[src/rtl/debounce_switch_multi.sv]
// -----------------------------------------------------------------------------
// debounce_switch_multi
//
// WIDTH-channel switch/button debouncer. A shared prescaler produces a sample
// tick every RATE clocks; each channel shifts its (optionally inverted) input
// into an N-deep history on every tick. The debounced state follows the input
// only once all N history bits agree. Registered rise/fall strobes, sticky
// write-1-to-clear change events and a maskable interrupt are provided.
//
// Optional build macro:
//   DEBOUNCE_SYNC_EN  adds a two-flop synchroniser per channel ahead of the
//                     sampler (+2 cycles input latency). When undefined the
//                     raw inputs must already be synchronous to clk.
//
// Ports:
//   clk          system clock
//   rst_n        asynchronous active-low reset
//   enable_i     1 = prescaler runs; 0 = prescaler held, no sampling
//   in_i         raw inputs, one bit per channel
//   out_o        debounced state
//   rise_o       one-cycle strobe, out_o[i] went 0->1 (cycle after the change)
//   fall_o       one-cycle strobe, out_o[i] went 1->0 (cycle after the change)
//   event_clr_i  write-1-to-clear for event_o, sampled every cycle
//   event_o      sticky change flags (set wins over clear)
//   irq_mask_i   1 = channel contributes to irq_o
//   irq_o        registered OR of (event_o & irq_mask_i)
// -----------------------------------------------------------------------------
module debounce_switch_multi #(
    parameter int               WIDTH  = 13,
    parameter int               N      = 4,
    parameter int               RATE   = 125000,
    parameter logic [WIDTH-1:0] INVERT = '0,
    parameter logic [WIDTH-1:0] INIT   = '0
) (
    input  logic             clk,
    input  logic             rst_n,
    input  logic             enable_i,
    input  logic [WIDTH-1:0] in_i,
    output logic [WIDTH-1:0] out_o,
    output logic [WIDTH-1:0] rise_o,
    output logic [WIDTH-1:0] fall_o,
    input  logic [WIDTH-1:0] event_clr_i,
    output logic [WIDTH-1:0] event_o,
    input  logic [WIDTH-1:0] irq_mask_i,
    output logic             irq_o
);

    // RATE = 1 still needs a 1-bit counter (always 0, tick every cycle).
    localparam int            CW         = (RATE > 1) ? $clog2(RATE) : 1;
    localparam logic [CW-1:0] COUNT_LAST = CW'(RATE - 1);

    typedef logic [WIDTH-1:0][N-1:0] hist_t;

    // History reset value: every sample slot of channel i holds INIT[i], so the
    // channel starts out "settled" at its reset level.
    function automatic hist_t init_hist();
        hist_t h;
        for (int i = 0; i < WIDTH; i++) begin
            h[i] = {N{INIT[i]}};
        end
        return h;
    endfunction

    localparam hist_t HIST_RST = init_hist();

    // -------------------------------------------------------------------------
    // Input stage
    // -------------------------------------------------------------------------
    logic [WIDTH-1:0] in_s;
    logic [WIDTH-1:0] in_eff;

`ifdef DEBOUNCE_SYNC_EN
    logic [WIDTH-1:0] sync1_q;
    logic [WIDTH-1:0] sync2_q;

    // Synchroniser resets to the raw level that maps onto INIT after
    // inversion, so leaving reset never looks like an input transition.
    always_ff @(posedge clk or negedge rst_n) begin
        if (!rst_n) begin
            sync1_q <= INIT ^ INVERT;
            sync2_q <= INIT ^ INVERT;
        end else begin
            sync1_q <= in_i;
            sync2_q <= sync1_q;
        end
    end

    assign in_s = sync2_q;
`else
    assign in_s = in_i;
`endif

    assign in_eff = in_s ^ INVERT;

    // -------------------------------------------------------------------------
    // Shared prescaler
    // -------------------------------------------------------------------------
    logic [CW-1:0] count_q, count_d;
    logic          tick_q, tick_d;
    logic          sample_en;

    // NOTE: every variable assigned in always_comb gets a default first, so no
    // path leaves it unassigned and no latch is inferred.
    always_comb begin
        count_d = count_q;
        tick_d  = 1'b0;
        if (enable_i) begin
            tick_d  = (count_q == COUNT_LAST);
            count_d = (count_q == COUNT_LAST) ? '0 : count_q + CW'(1);
        end
    end

    // A tick already registered is suppressed if enable drops that cycle.
    assign sample_en = tick_q & enable_i;

    // -------------------------------------------------------------------------
    // Per-channel history and debounced state
    // -------------------------------------------------------------------------
    hist_t            hist_q, hist_d;
    logic [WIDTH-1:0] out_q, out_d;

    // The state decision looks at the history including the sample taken this
    // tick, so the change lands on the cycle after the Nth agreeing tick.
    always_comb begin
        hist_d = hist_q;
        out_d  = out_q;
        if (sample_en) begin
            for (int i = 0; i < WIDTH; i++) begin
                hist_d[i] = {hist_q[i][N-2:0], in_eff[i]};
                if (&hist_d[i]) begin
                    out_d[i] = 1'b1;
                end else if (~|hist_d[i]) begin
                    out_d[i] = 1'b0;
                end
            end
        end
    end

    // -------------------------------------------------------------------------
    // Edge strobes, sticky events, interrupt
    // -------------------------------------------------------------------------
    logic [WIDTH-1:0] out_prev_q;
    logic [WIDTH-1:0] rise_q, rise_d;
    logic [WIDTH-1:0] fall_q, fall_d;
    logic [WIDTH-1:0] event_q, event_d;
    logic             irq_q, irq_d;

    always_comb begin
        rise_d  = out_q & ~out_prev_q;
        fall_d  = ~out_q & out_prev_q;
        // Set has priority over a coincident clear so no change is lost.
        event_d = (event_q & ~event_clr_i) | rise_q | fall_q;
        irq_d   = |(event_q & irq_mask_i);
    end

    // NOTE: sequential state is written only with non-blocking assignments so
    // every register samples the pre-edge values of the others.
    always_ff @(posedge clk or negedge rst_n) begin
        if (!rst_n) begin
            count_q    <= '0;
            tick_q     <= 1'b0;
            // NOTE: the history array is explicitly reset; it defines the
            // starting debounced level and must not power up as X.
            hist_q     <= HIST_RST;
            out_q      <= INIT;
            // Previous-state copy starts equal to out, so reset emits no strobe.
            out_prev_q <= INIT;
            rise_q     <= '0;
            fall_q     <= '0;
            event_q    <= '0;
            irq_q      <= 1'b0;
        end else begin
            count_q    <= count_d;
            tick_q     <= tick_d;
            hist_q     <= hist_d;
            out_q      <= out_d;
            out_prev_q <= out_q;
            rise_q     <= rise_d;
            fall_q     <= fall_d;
            event_q    <= event_d;
            irq_q      <= irq_d;
        end
    end

    assign out_o   = out_q;
    assign rise_o  = rise_q;
    assign fall_o  = fall_q;
    assign event_o = event_q;
    assign irq_o   = irq_q;

endmodule

[config.mk]
export PLATFORM = sky130hd
export DESIGN_NAME = debounce_switch_multi
export DESIGN_NICKNAME = d
export VERILOG_FILES = /design/src/rtl/debounce_switch_multi.sv
export SDC_FILE = /design/constraint.sdc
export NUM_CORES = 1
export LEC_CHECK = 0
export BUFFER_PORTS_ARGS = -buffer_cell sky130_fd_sc_hd__clkbuf_2
export CAP_MARGIN = 15
export CORE_UTILIZATION = 58
export CTS_CLUSTER_DIAMETER = 200
export DETAILED_ROUTE_END_ITERATION = 10
export PLACE_DENSITY_LB_ADDON = 0.1
export SLEW_MARGIN = 20
export SYNTH_ARGS = -nofsm -noshare
export SYNTH_HDL_FRONTEND = slang
export SYNTH_SLANG_ARGS = --single-unit
export TNS_END_PERCENT = 5
[constraint.sdc]
create_clock -name clk -period 3.19 [get_ports clk]
set_clock_uncertainty 0.05 [all_clocks]
set_input_delay 0 -clock clk [delete_from_list [all_inputs] [get_ports clk]]
set_output_delay 0 -clock clk [all_outputs]
set_load 0.1 [all_outputs]
# Word-level counts from Yosys, hierarchy flattened
# Index checks and enable logic that the tools add are counted.
# op_classes
n_eq_ne,14
reduce_logical,40
bitwise,10
add_sub_neg,1
mux,28
# ops
cell,n
AND 13 bit,4
AND reduction 4 bit,13
OR reduction 4 bit,13
NOT 13 bit,3
2-to-1 mux 1 bit,27
!= test 2 bit (second input constant),13
OR 13 bit,2
AND reduction 2 bit,13
adder 17 x 1 -> 17 bit (second input constant),1
equality test 17 bit (second input constant),1
2-to-1 mux 17 bit,1
OR reduction 13 bit,1
AND 1 bit,1
# totals
ff_bits,123
word_cells,126
out_inout_bits,53

# Longest topological paths before layout
# Gate-level depths: netlist of the first run.
# depth
ltp_word,4
depth_mapped,7
depth_no_buf,5

# Worst setup path after synthesis of the first run
# OpenSTA, ideal clock, no wires.
# synth_timing
kind,flip-flop to flip-flop
startpoint,register count_q[0]
endpoint,register count_q[16]
path_stages_with_launch,6
synth_period_minus_slack_ns,1.805
t_arrival_ns,1.678
path_buffers,0
path_slack_ns,1.385
path_cell_list,dfrtp_1 > ha_1 > nand3_2 > or4_1 > or3_1 > a21oi_1
# synth_between
elab_chain_len,2
# synth_lines
element,line_no,source
from (decl),98,"logic [CW-1:0] count_q, count_d;"
from (signal assigned),173,count_q <= count_d;
adder 17 x 1 -> 17 bit or equality test 17 bit (tied branches),109,count_d = (count_q == COUNT_LAST) ? '0 : count_q + CW'(1);
2-to-1 mux 17 bit *,109,
# Mark *: on every way between the ends. The rest lies on a longest branch, timed or not.
# A chain may end at the register's enable or synchronous reset.

# Final worst setup path of the first run
# layout_timing
startpoint,"register event_q[0], in the netlist event_o[0]"
endpoint,"register irq_q, in the netlist irq_o"
# layout_between
elab_chain_len,2
# layout_lines
element,line_no,source
from (decl),145,"logic [WIDTH-1:0] event_q, event_d;"
from (signal assigned),180,event_q <= event_d;
AND 13 bit,153,irq_d = |(event_q & irq_mask_i);
OR reduction 13 bit,153,
named net irq_d,146,"logic irq_q, irq_d;"
to (signal assigned),181,irq_q <= irq_d;
to (decl),146,
# The timed path passes the listed nets, and every way through them passes these cells.

==> flow_summary.yaml, run 1 <==
outcome:
  outcome: "finished clean"
setup_path:
  critPathMaxFanout: 3
  cp.required_ps: 3520
  cp-start-kind: "flop"
  endpoint_kind: "flop"
  critical_path_class: "flop to flop"
  cp.arrival_ps: 2700
global_route:
  gr-usage-met3: 0.0655
  grt_pass1_wl_mm: 17.0
  grt_pass1_vias: 3718
  met2_usage: 0.433
  grt_start_max_net_pins: 71
  grtUsageMet1: 0.339
  grt_busiest_layer: "met2"
  gr-total-overflow: 0
  grt_usage: 0.266
  antenna_found_initial: 0
run:
  max-cap-violations: 0
sta:
  slew_violations: 0
  setup_tns_ps: 0
  fin_crit_sh: 0.743
  rsz0062_at_grt: "no"
  setup_slack_ps: 821
  fin_crit_ps: 2370
  finalHoldViolCount: 0
  relSlewSlack: 0.419
  tightest_slew_ps: 871
  final-setup-viol-count: 0
  fmax_ghz: 0.422
  hold_ws_ps: 99.4
yosys:
  netlist_area_um2: 4700
  async_reset_ff_frac: 1.00
  synth_nets: 486
  yosysSeqAreaShare: 0.654
  synth-edff-count: 0
  synth.avg_cell_area_um2: 10.6
  ys.flop_type: "dfrtp_1"
  ys_seq_elements: 123
  yosys_warnings: 0
  synthDistinctLibCells: 36
  synth_top_area_cell: "dfrtp_1"
  yosys-top-cells-area: "dfrtp_1 (65%), nand2_1 (10%), nor2b_1 (3.5%), nor2_1 (2.7%), a41oi_1 (2.4%)"
  syn_inst: 443
  synth_commonest_cells: "nand2_1 (127), dfrtp_1 (123), nor2_1 (34)"
  yosysTopAreaCellShare: 0.654
  synth.most_common_cell: "nand2_1"
place:
  gp_congestion: 0.802
  io_buffers: 94
  dp.final_hpwl_mm: 6.20
  place_ws_ps: 1280
clock_network:
  post_cts_buffers: 0
  cts_resized: 0
  cts_root_buf: "clkbuf_8"
  cts_tree: "done"
  clock_path_buffers: 2
  cts_inserted_buffers: 17
  cts.sinks: 123
  h-tree-depth: 4
  clock_latency_ps: 500
  clkSlewWorstSetupHoldPaths_ps: 60
pwr:
  total_leakage_power_uw: 0.00322
  p_clk_frac: 0.521
  p_int_uw: 2970
  p_sw_uw: 811
  netSwitchingFraction: 0.215
  power_frac_comb: 0.040
  power.density_nw_per_um2: 607
  ir_drop_v: 0.000516
  p_seq_frac: 0.439
layout:
  final.fill_count: 475
  area_growth_pct: 32.3
  drive_above_1_share: 0.227
  fin_nets: 621
  n_antenna_cell: 0
drt:
  drc: 0
  dr.pass1.iters: 5
  viasPerCell: 5.36
  routedWlPerCell_um: 14.7
  drtAntennaViolNets: 0
  vias: 3714
  dr.first_iter.drc_count: 263
  wirelength_mm: 10.2
die:
  die_area_um2: 8470
  initial_utilization: 0.606
  die_w_um: 92.1
  io_pins: 95
  rows: 32
  core-area_um2: 7770
  die_h_um: 92.1
worst_hold_path:
  hold_path_class: "primary input to async pin"
[flip-flops by register name, summed over array words and instances (netlist names)]
| register | count |
|---|---|
| count_q | 17 |
| event_o | 13 |
| fall_o | 13 |
| hist_q | 39 |
| irq_o | 1 |
| out_o | 13 |
| out_prev_q | 13 |
| rise_o | 13 |
| tick_q | 1 |
[power groups by stage]
stage | clock (uW) | combinational (uW) | sequential [uW]
after CTS | 2000 | 154 | 1660
after detailed placement | 0 | 124 | 1680
final | 1970 | 153 | 1660
after global placement | 0 | 121 | 1680
after floorplan | 0 | 53.5 | 1670
after global routing | 2060 | 174 | 1660
[routing by layer]
layer	wire length [um]	vias to the layer above
li1	-	1762
met1	4400	1800
met2	5040	134
met3	549	18
met4	180	0
met5	0	-
[cell usage in the layout (no fill, tap or decap), types with 2 or more instances in the layout]
cell type	instances
o21ai_0	17
nor4_1	4
dlygate4sd3_1	31
clkbuf_16	16
xor2_1	5
clkbuf_8	2
buf_4	3
inv_1	15
nand3_1	4
a22oi_1	2
a221oi_1	2
nor2b_1	26
bufinv_16	4
a21oi_1	15
clkbuf_2	93
clkinv_2	2
nor2_1	34
nor3_1	2
nand4_1	5
nor4b_1	2
dfrtp_1	123
clkinvlp_4	4
xnor2_1	7
a41oi_1	13
clkinv_4	3
or4_1	14
nand2_1	127
[area by class of cell]
| class | count | area (um2) | share of cell area |
|---|---|---|---|
| inverter | 15 | 56.3 | 0.00905 |
| clock inverter | 14 | 195 | 0.0314 |
| multi-input combinational | 293 | 1520 | 0.244 |
| sequential | 123 | 3080 | 0.495 |
| tap | 102 | 128 | 0.0205 |
| clock buffer | 18 | 428 | 0.0688 |
| timing repair buffer | 128 | 818 | 0.132 |
[cell families (layout without fill, tap and decap cells)]
family          Yosys count  count (layout)  share of synthesized area
flops                   123             123                      0.654
xor+xnor                 12              12                     0.0223
fa+ha+maj                 1               1                    0.00266
compound gates           52              52                     0.0710
buf+inv                  27             175                     0.0226
simple gates            228             228                      0.227
[stage by stage]
stage | total power [uW] | instances | util | area, um2
detailed placement | 1810 | 630 | 0.681 | 5290
global placement | 1800 | 630 | 0.681 | 5290
global route | 3900 | 693 | 0.801 | 6220
floorplan | 1730 | 443 | - | 4700
CTS | 3810 | 693 | 0.801 | 6220
finish | 3780 | 693 | 0.801 | 6220
[worst max-delay path, stage by stage (launching register included)]
cell           delay [ps]
dfrtp_1               390
a22oi_1               270
nand2_1                90
a221oi_1              200
dlygate4sd3_1         580
nand3_1                80
dlygate4sd3_1         590
[what timing repair did]
| action | CTS | global route |
|---|---|---|
| hold buffers | 31 | 0 |
| setup endpoints to repair | 0 | 0 |
| hold endpoints to repair | 121 | 0 |
[path summary, 6_finish.rpt]
check | start | endpoint | slack (ps) | cells past startpoint
worst min register to register | out_prev_q[6] | rise_o[6] | 360 | 1
max in group asynchronous | rst_n | hist_q[1] | 2210 | 3
min in group clk | event_clr_i[5] | event_o[5] | 160 | 3
worst max-delay path | event_o[0] | irq_o | 820 | 6
worst max register to register | event_o[0] | irq_o | 820 | 6
worst min-delay path | rst_n | count_q[10] | 100 | 2
Power figures use the tool's default switching activity.
==> inputs of run 2 (changes only) <==
--- a/config.mk
+++ b/config.mk
@@ -7,7 +7,7 @@
 export LEC_CHECK = 0
 export BUFFER_PORTS_ARGS = -buffer_cell sky130_fd_sc_hd__clkbuf_2
 export CAP_MARGIN = 15
-export CORE_UTILIZATION = 58
+export CORE_UTILIZATION = 54
 export CTS_CLUSTER_DIAMETER = 200
 export DETAILED_ROUTE_END_ITERATION = 10
 export PLACE_DENSITY_LB_ADDON = 0.1
==> constraint.sdc (replaced) <==
create_clock -name clk -period 2.35 [get_ports clk]
set_clock_uncertainty 0.05 [all_clocks]
set_input_delay 0 -clock clk [delete_from_list [all_inputs] [get_ports clk]]
set_output_delay 0 -clock clk [all_outputs]
set_load 0.1 [all_outputs]
==> flow_summary.yaml, run 2 (synthesis gave the netlist of run 1 again) <==
sta:
  fmax_ghz: 0.467
  finalHoldViolCount: 0
  final-setup-viol-count: 0
  fin_crit_ps: 2140
  relSlewSlack: 0.561
  fin_crit_sh: 0.911
  setup_tns_ps: 0
  tightest_slew_ps: 653
  slew_violations: 0
  rsz0062_at_grt: "no"
drt:
  drtAntennaViolNets: 0
  viasPerCell: 5.21
  drc: 0
  wirelength_mm: 9.58
  routedWlPerCell_um: 13.7
  vias: 3649
  dr.first_iter.drc_count: 144
  dr.pass1.iters: 4
layout:
  final.fill_count: 578
  drive_above_1_share: 0.230
  largest_register_ffs: 39
  fin_util: 0.753
  reg_top3: "hist_q: 39 flops, count_q: 17 flops"
  final_cell_mix: "nand2_1 (127), dfrtp_1 (123), clkbuf_2 (93)"
  seq_area_um2: 3080
  largest_register: "hist_q"
  area_growth_pct: 33.5
  fin_nets: 626
  final_common_cell: "nand2_1"
  multi_input_area_um2: 1520
  n_antenna_cell: 0
pwr:
  p_int_uw: 4030
  total_leakage_power_uw: 0.00325
  netSwitchingFraction: 0.216
  power_uw: 5140
  ir_drop_v: 0.000462
  power.density_nw_per_um2: 819
  p_clk_frac: 0.521
  p_sw_uw: 1110
  power_frac_comb: 0.041
  p_seq_frac: 0.438
worst_hold_path:
  worstHoldStart: "event_clr_i[7]"
  worstHoldEndpoint: "event_o[7]"
  hold_depth: 3
  hold_path_class: "primary input to flop"
clock_network:
  h-tree-depth: 4
  cts_inserted_buffers: 17
  clkSlewWorstSetupHoldPaths_ps: 60
  clock_latency_ps: 510
  post_cts_buffers: 0
  cts_tree: "done"
  cts_resized: 0
  cts.sinks: 123
  clock_path_buffers: 2
  cts_root_buf: "clkbuf_8"
setup_path:
  critical_path_class: "flop to flop"
  reg2reg_from: "event_o[1]"
  cp.arrival_ps: 2480
  r2r_slack_ps: 210
  r2r_end: "irq_o"
  endpoint_kind: "flop"
  cp-start-kind: "flop"
  rr_worst_depth: 4
  critPathMaxFanout: 3
  cp.required_ps: 2690
place:
  gp_congestion: 0.763
  io_buffers: 94
  dp.final_hpwl_mm: 5.87
outcome:
  outcome: "finished clean"
die:
  die_w_um: 95.3
  die_area_um2: 9090
  initial_utilization: 0.564
  die_h_um: 95.3
  io_pins: 95
  core-area_um2: 8340
  rows: 33
global_route:
  grt_start_max_net_pins: 50
  grt_pass1_vias: 3397
  grt_pass1_wl_mm: 15.3
  grt_usage: 0.226
  antenna_found_initial: 0
  gr-total-overflow: 0
run:
  max-cap-violations: 0
run 2: cell count changes in the layout (fill, tap and decap cells not counted), sizes merged:
cell	delta
buf	+3
dlygate4sd3	+2
inv	+2
clkinv	-1
clkinvlp	-1
run 2: repair_timing:
item	in CTS	in global routing
hold endpoints to repair	136	0
setup endpoints to repair	0	0
hold buffers	33	0
run 2: routing by layer:
| metal | vias up | global-route usage | part of all wire |
|---|---|---|---|
| met1 | 1747 | 0.285 | 0.46 |
| met3 | 12 | 0.0598 | 0.060 |
| met4 | 0 | 0.0947 | 0.0098 |
| met5 | - | 0 | 0 |
| li1 | 1775 | - | - |
| met2 | 115 | 0.370 | 0.47 |
run 2: worst max path at each step:
stage,startpoint,end,cells after the start
floorplan,count_q[0],count_q[16],5
finish,event_o[1],irq_o,4
global route,event_o[1],irq_o,4
CTS,event_o[1],irq_o,4
detailed placement,count_q[0],count_q[16],5
global placement,count_q[0],count_q[16],5
run 2: stage by stage:
stage	setup slack, ps	hold slack (ps)	cell area [um2]	std cells
floorplan	545	-346	4700	443
finish	210	158	6280	701
CTS	282	135	6280	701
global placement	472	2.62	5330	636
detailed placement	429	-1.62	5330	636
global route	106	157	6280	701
run 2: worst max-delay path, cell delays in order (launching register included):
cell and delay (ps):
dfrtp_1 400, a222oi_1 300, dlygate4sd3_1 600, nand3_1 80, dlygate4sd3_1 590
run 2: power by group through the flow:
stage,Clock [uW],Sequential (uW),Combinational (uW)
after floorplan,0,2270,72.7
after global placement,0,2280,165
after detailed placement,0,2290,169
after CTS,2730,2250,213
after global routing,2840,2260,241
final,2680,2250,211
run 2: cell type report:
| cell class | instances | area share |
|---|---|---|
| Timing Repair Buffer | 133 | 0.139 |
| Clock buffer | 18 | 0.0682 |
| Tap cell | 105 | 0.0209 |
| Sequential cell | 123 | 0.490 |
| Multi-Input combinational cell | 293 | 0.242 |
| Inverter | 15 | 0.00897 |
| Clock inverter | 14 | 0.0307 |
